`config.mk`:
```
export PLATFORM = sky130hd
export DESIGN_NAME = vga_sync
export DESIGN_NICKNAME = d
export VERILOG_FILES = /design/src/rtl/vga_sync.sv
export SDC_FILE = /design/constraint.sdc
export NUM_CORES = 1
export LEC_CHECK = 0
export ABC_AREA = 1
export ABC_CLOCK_PERIOD_IN_PS = 3500
export BUFFER_PORTS_ARGS = -buffer_cell sky130_fd_sc_hd__buf_2
export CORE_UTILIZATION = 62
export CTS_BUF_LIST = sky130_fd_sc_hd__clkbuf_4 sky130_fd_sc_hd__clkbuf_8
export DETAILED_ROUTE_END_ITERATION = 10
export PLACE_DENSITY = 0.93
export RECOVER_POWER = 25
export SLEW_MARGIN = 10
export SYNTH_ARGS = -nofsm -noshare
export SYNTH_HDL_FRONTEND = slang
export SYNTH_SLANG_ARGS = --single-unit
```
`constraint.sdc`:
```
create_clock -name clk -period 3.5 [get_ports clk]
set_input_delay 0.175 -clock clk [delete_from_list [all_inputs] [get_ports clk]]
set_output_delay 0.175 -clock clk [all_outputs]
set_load 0.1 [all_outputs]
```
`src/rtl/vga_sync.sv`:
```
// vga_sync: 640x480 @ 60 Hz VGA timing generator driven from a 100 MHz clock.
// A clock divider produces a one-clk pixel enable (p_tick) every CLK_DIV
// cycles. The x/y pixel counters advance on that enable. The sync and
// visible-area flags are registered from the counters' next state, so they
// stay in the same cycle as x/y. refresh_tick marks one clk per frame,
// during blanking, for the downstream position updater.
// Optional feature: define VGA_FRAME_COUNT_EN to add the 16-bit frame_count
// output. It counts refresh_tick pulses since reset and wraps at 65535.
module vga_sync #(
  parameter int H_DISPLAY    = 640,
  parameter int H_FRONT      = 16,
  parameter int H_SYNC       = 96,
  parameter int H_BACK       = 48,
  parameter int V_DISPLAY    = 480,
  parameter int V_FRONT      = 10,
  parameter int V_SYNC       = 2,
  parameter int V_BACK       = 33,
  parameter int CLK_DIV      = 4,
  parameter int REFRESH_LINE = 481
) (
  input  logic        clk,
  input  logic        reset,
  output logic        p_tick,
  output logic [9:0]  x,
  output logic [9:0]  y,
  output logic        hsync,
  output logic        vsync,
  output logic        video_on,
`ifdef VGA_FRAME_COUNT_EN
  output logic [15:0] frame_count,
`endif
  output logic        refresh_tick
);

  localparam int H_TOTAL = H_DISPLAY + H_FRONT + H_SYNC + H_BACK;
  localparam int V_TOTAL = V_DISPLAY + V_FRONT + V_SYNC + V_BACK;

  localparam logic [9:0] H_LAST   = 10'(H_TOTAL - 1);
  localparam logic [9:0] V_LAST   = 10'(V_TOTAL - 1);
  localparam logic [9:0] H_VIS    = 10'(H_DISPLAY);
  localparam logic [9:0] V_VIS    = 10'(V_DISPLAY);
  localparam logic [9:0] HS_FIRST = 10'(H_DISPLAY + H_FRONT);
  localparam logic [9:0] HS_LAST  = 10'(H_DISPLAY + H_FRONT + H_SYNC - 1);
  localparam logic [9:0] VS_FIRST = 10'(V_DISPLAY + V_FRONT);
  localparam logic [9:0] VS_LAST  = 10'(V_DISPLAY + V_FRONT + V_SYNC - 1);
  localparam logic [9:0] REF_LINE = 10'(REFRESH_LINE);

  localparam int              DIV_W    = $clog2(CLK_DIV);
  localparam logic [DIV_W-1:0] DIV_LAST = DIV_W'(CLK_DIV - 1);

  logic [DIV_W-1:0] div_q, div_d;
  logic [9:0]       x_q, x_d;
  logic [9:0]       y_q, y_d;
  logic             hsync_q, hsync_d;
  logic             vsync_q, vsync_d;
  logic             video_on_q, video_on_d;
  logic             tick;

  assign tick = (div_q == DIV_LAST);

  // Next-state for divider, pixel counters and the flags derived from them
  always_comb begin
    div_d = div_q + 1'b1;
    x_d   = x_q;
    y_d   = y_q;
    if (tick) begin
      div_d = '0;
      if (x_q == H_LAST) begin
        x_d = '0;
        y_d = (y_q == V_LAST) ? 10'd0 : y_q + 10'd1;
      end else begin
        x_d = x_q + 10'd1;
      end
    end
    // Flags come from the next counter values so they land with x/y.
    hsync_d    = ~((x_d >= HS_FIRST) && (x_d <= HS_LAST));
    vsync_d    = ~((y_d >= VS_FIRST) && (y_d <= VS_LAST));
    video_on_d = (x_d < H_VIS) && (y_d < V_VIS);
  end

  // Timing state registers with synchronous reset to pixel (0,0)
  always_ff @(posedge clk) begin
    if (reset) begin
      div_q      <= '0;
      x_q        <= '0;
      y_q        <= '0;
      hsync_q    <= 1'b1;
      vsync_q    <= 1'b1;
      video_on_q <= 1'b1;
    end else begin
      div_q      <= div_d;
      x_q        <= x_d;
      y_q        <= y_d;
      hsync_q    <= hsync_d;
      vsync_q    <= vsync_d;
      video_on_q <= video_on_d;
    end
  end

  assign p_tick       = tick;
  assign x            = x_q;
  assign y            = y_q;
  assign hsync        = hsync_q;
  assign vsync        = vsync_q;
  assign video_on     = video_on_q;
  // Last clk of pixel (0, REFRESH_LINE): once per frame, inside blanking.
  assign refresh_tick = tick && (x_q == 10'd0) && (y_q == REF_LINE);

`ifdef VGA_FRAME_COUNT_EN
  logic [15:0] frame_count_q;

  // Frame counter advancing on each refresh pulse, wrapping naturally
  always_ff @(posedge clk) begin
    if (reset) begin
      frame_count_q <= '0;
    end else if (refresh_tick) begin
      frame_count_q <= frame_count_q + 16'd1;
    end
  end

  assign frame_count = frame_count_q;
`endif

endmodule

```
==> results.py <==
metrics = {
    "route": {
        "first_iter_violations": 109,
        "routed-via-count": 1725,
        "antenna_left": 0,
        "via_per_inst": 5.459,
        "finalWirelength_mm": 3.892,
        "remaining_drc_errors": 0,
        "wl_per_cell_um": 12.32,
        "dr.pass1.iters": 4,
    },
    "synth": {
        "yosysUniqueCellTypes": 31,
        "yosysSeqAreaShare_pct": 29.87,
        "synth_nets": 267,
        "synth_cells": 259,
        "avgSynthCellArea_um2": 6.469,
        "synth_seq_cells": 25,
        "ys_warn_count": 0,
        "synth_area_mm2": 0.001675,
    },
    "cts": {
        "cts_max_level": 1,
        "cts.path.max_buffers": 2,
        "cts_sinks": 25,
        "post_cts_resized": 0,
        "hold_buffers": 0,
        "clk_pin_slew_ns": 0.13,
        "cts_buffers": 3,
        "clkLatencyLatePin_ns": 0.32,
        "cts_root_buf": "clkbuf_4",
        "cts_tree": "done",
        "post-cts-setup-buffer-count": 0,
    },
    "floorplanning": {
        "pin_count": 27,
        "core-area_mm2": 0.002522,
        "fp.dieH_um": 53.98,
        "dieArea_mm2": 0.002914,
        "rows": 18,
        "dieWidth_um": 53.98,
        "start_util_pct": 66.42,
    },
    "cells_and_area": {
        "fin_util_pct": 73.61,
        "layout.area.seq_um2": 500.5,
        "fillers": 228,
        "mostFrequentLayoutCell": "nand2_1",
        "layout-drive-gt1-share_pct": 16.08,
        "nets": 295,
        "final_cell_mix": "nand2_1, nor2_1, inv_1",
        "multi_input_area_mm2": 0.001018,
        "antenna_cells": 0,
        "areaGrowthSynthToFinish_pct": 10.83,
    },
    "worst_hold_path": {
        "min_delay_path_depth": 2,
        "hold_end": "x[4]",
        "worstHoldStart": "reset",
        "hp-class": "in2reg",
    },
    "global_routing": {
        "overflow": 0,
        "top_usage_layer": "met2",
        "grt_use_met3_pct": 2.542,
        "grt_pass1_vias": 1453,
        "grtUsageMet1_pct": 41.62,
        "use_met2_pct": 44.86,
        "track_usage_pct": 29.71,
        "antenna_found_initial": 0,
        "grt_pass1_wl_mm": 6.258,
        "grt_max_degree": 19,
    },
    "timing": {
        "slew_headroom_pct": 22.32,
        "tightest_slew_ns": 1.170,
        "holdWs_ns": 0.2013,
        "finalCriticalPeriod_ns": 2.444,
        "fin_crit_sh_pct": 69.84,
        "hold_viol": 0,
        "maxSlewViolCount": 0,
        "finalClockSkew_ns": 0.004834,
        "rsz0062_at_grt": "false",
        "max_freq_mhz": 409.1,
        "fin_setup_tns_ns": 0,
        "setup_violations": 0,
    },
    "worst_setup_path": {
        "reg2reg_depth": 12,
        "cpPeakStageDelay_ns": 0.61,
        "cp.arrival_ns": 2.27,
        "reg2reg_to": "video_on",
        "start_kind": "flip-flop",
        "cp-end-kind": "output pin",
        "cp_data_required_time_ns": 3.32,
        "crit_slowest_cell": "ha_1",
        "worst-path-max-fanout": 18,
        "worstSetupPathType": "reg2out",
        "r2r-start": "div_q[0]",
        "crit_family": "adder cells",
        "rrSetupSlack_ns": 1.36,
        "worstPathCellList": "ha_1 -> nand4_1 -> nor4b_4 -> buf_2",
        "cp.buffers_inverters": 1,
        "cp_num_cells": 4,
    },
    "placed_design": {
        "dp_hpwl_mm": 3.030,
        "port_buffers": 26,
        "place.gp.congestion": 0.9373,
    },
    "power": {
        "power_leakage_uw": 0.0008019,
        "power-per-cell-area_mw_per_mm2": 262.3,
        "ir_drop_v": 0.0002493,
    },
    "flow_run": {
        "maxCapViolCount": 0,
    },
    "run_status": {
        "outcome": "finished, final reports clean",
    },
}
-- where the power goes --
group          switching (µW)  internal [µW]
Clock                    80.4           52.4
Combinational            47.6           12.1
Sequential               4.68            290
-- registers in the layout (all words and copies together) (netlist names) --
signal    count
vsync         1
video_on      1
x            10
div_q         2
y            10
hsync         1
-- Yosys cell counts, drive strengths merged --
master / n / area share [%]
nand2: 73 / 17
nor2: 54 / 17
inv: 38 / 8.5
dfxtp: 25 / 30
nand3: 22 / 8.2
nand4: 13 / 5.2
ha: 6 / 4.5
o21ai: 5 / 1.5
a21oi: 4 / 1.2
nor3: 4 / 1.2
buf: 2 / 0.75
clkinv: 2 / 0.75
nand3b: 2 / 0.90
xor2: 2 / 1.0
a211oi: 1 / 0.45
clkbuf: 1 / 0.22
nor4b: 1 / 0.52
o21a: 1 / 0.45
o21bai: 1 / 0.45
o22ai: 1 / 0.37
or2: 1 / 0.37
-- routing by layer --
metal  vias up  wire (µm)
met1       769       1760
li1        867          -
met4         0         89
met2        80       1768
met3         9        273
met5         -          0
-- logic make-up (layout without fill, tap and decap cells) --
group | after synthesis | after routing | share of synthesized area (%)
XOR/XNOR | 2 | 2 | 1.046
AND/OR/NAND/NOR | 170 | 170 | 49.96
flip-flops | 25 | 25 | 29.87
buffers and inverters | 43 | 70 | 10.23
AO/OA/AOI/OAI | 13 | 13 | 4.407
adder cells (fa/ha/maj) | 6 | 6 | 4.481
-- layout make-up --
class | instances | area share, %
Inverter | 40 | 8.356
Tap cell | 30 | 2.022
Clock buffer | 4 | 1.617
Timing Repair Buffer | 26 | 6.199
Sequential cell | 25 | 26.95
Multi-Input combinational cell | 191 | 54.85
-- how the worst max path moves through the flow --
stage / start / endpoint
5_1_grt: div_q[0] / refresh_tick
2_1_floorplan: div_q[0] / refresh_tick
3_5_place_dp: div_q[0] / video_on
4_1_cts: div_q[0] / refresh_tick
6_report: div_q[0] / refresh_tick
3_3_place_gp: div_q[0] / refresh_tick
-- per-stage QoR --
stage          total power, µW  cells  setup WS (ns)  instance area [µm²]
5_1_grt                  505.4    316         0.9410                 1857
3_3_place_gp             359.4    312          1.475                 1842
2_1_floorplan            351.5    259         0.4574                 1690
3_5_place_dp             360.9    312          1.400                 1842
4_1_cts                  492.4    316          1.065                 1872
6_report                 487.1    316          1.056                 1857
No activity file was read; power rests on OpenSTA's default activity.
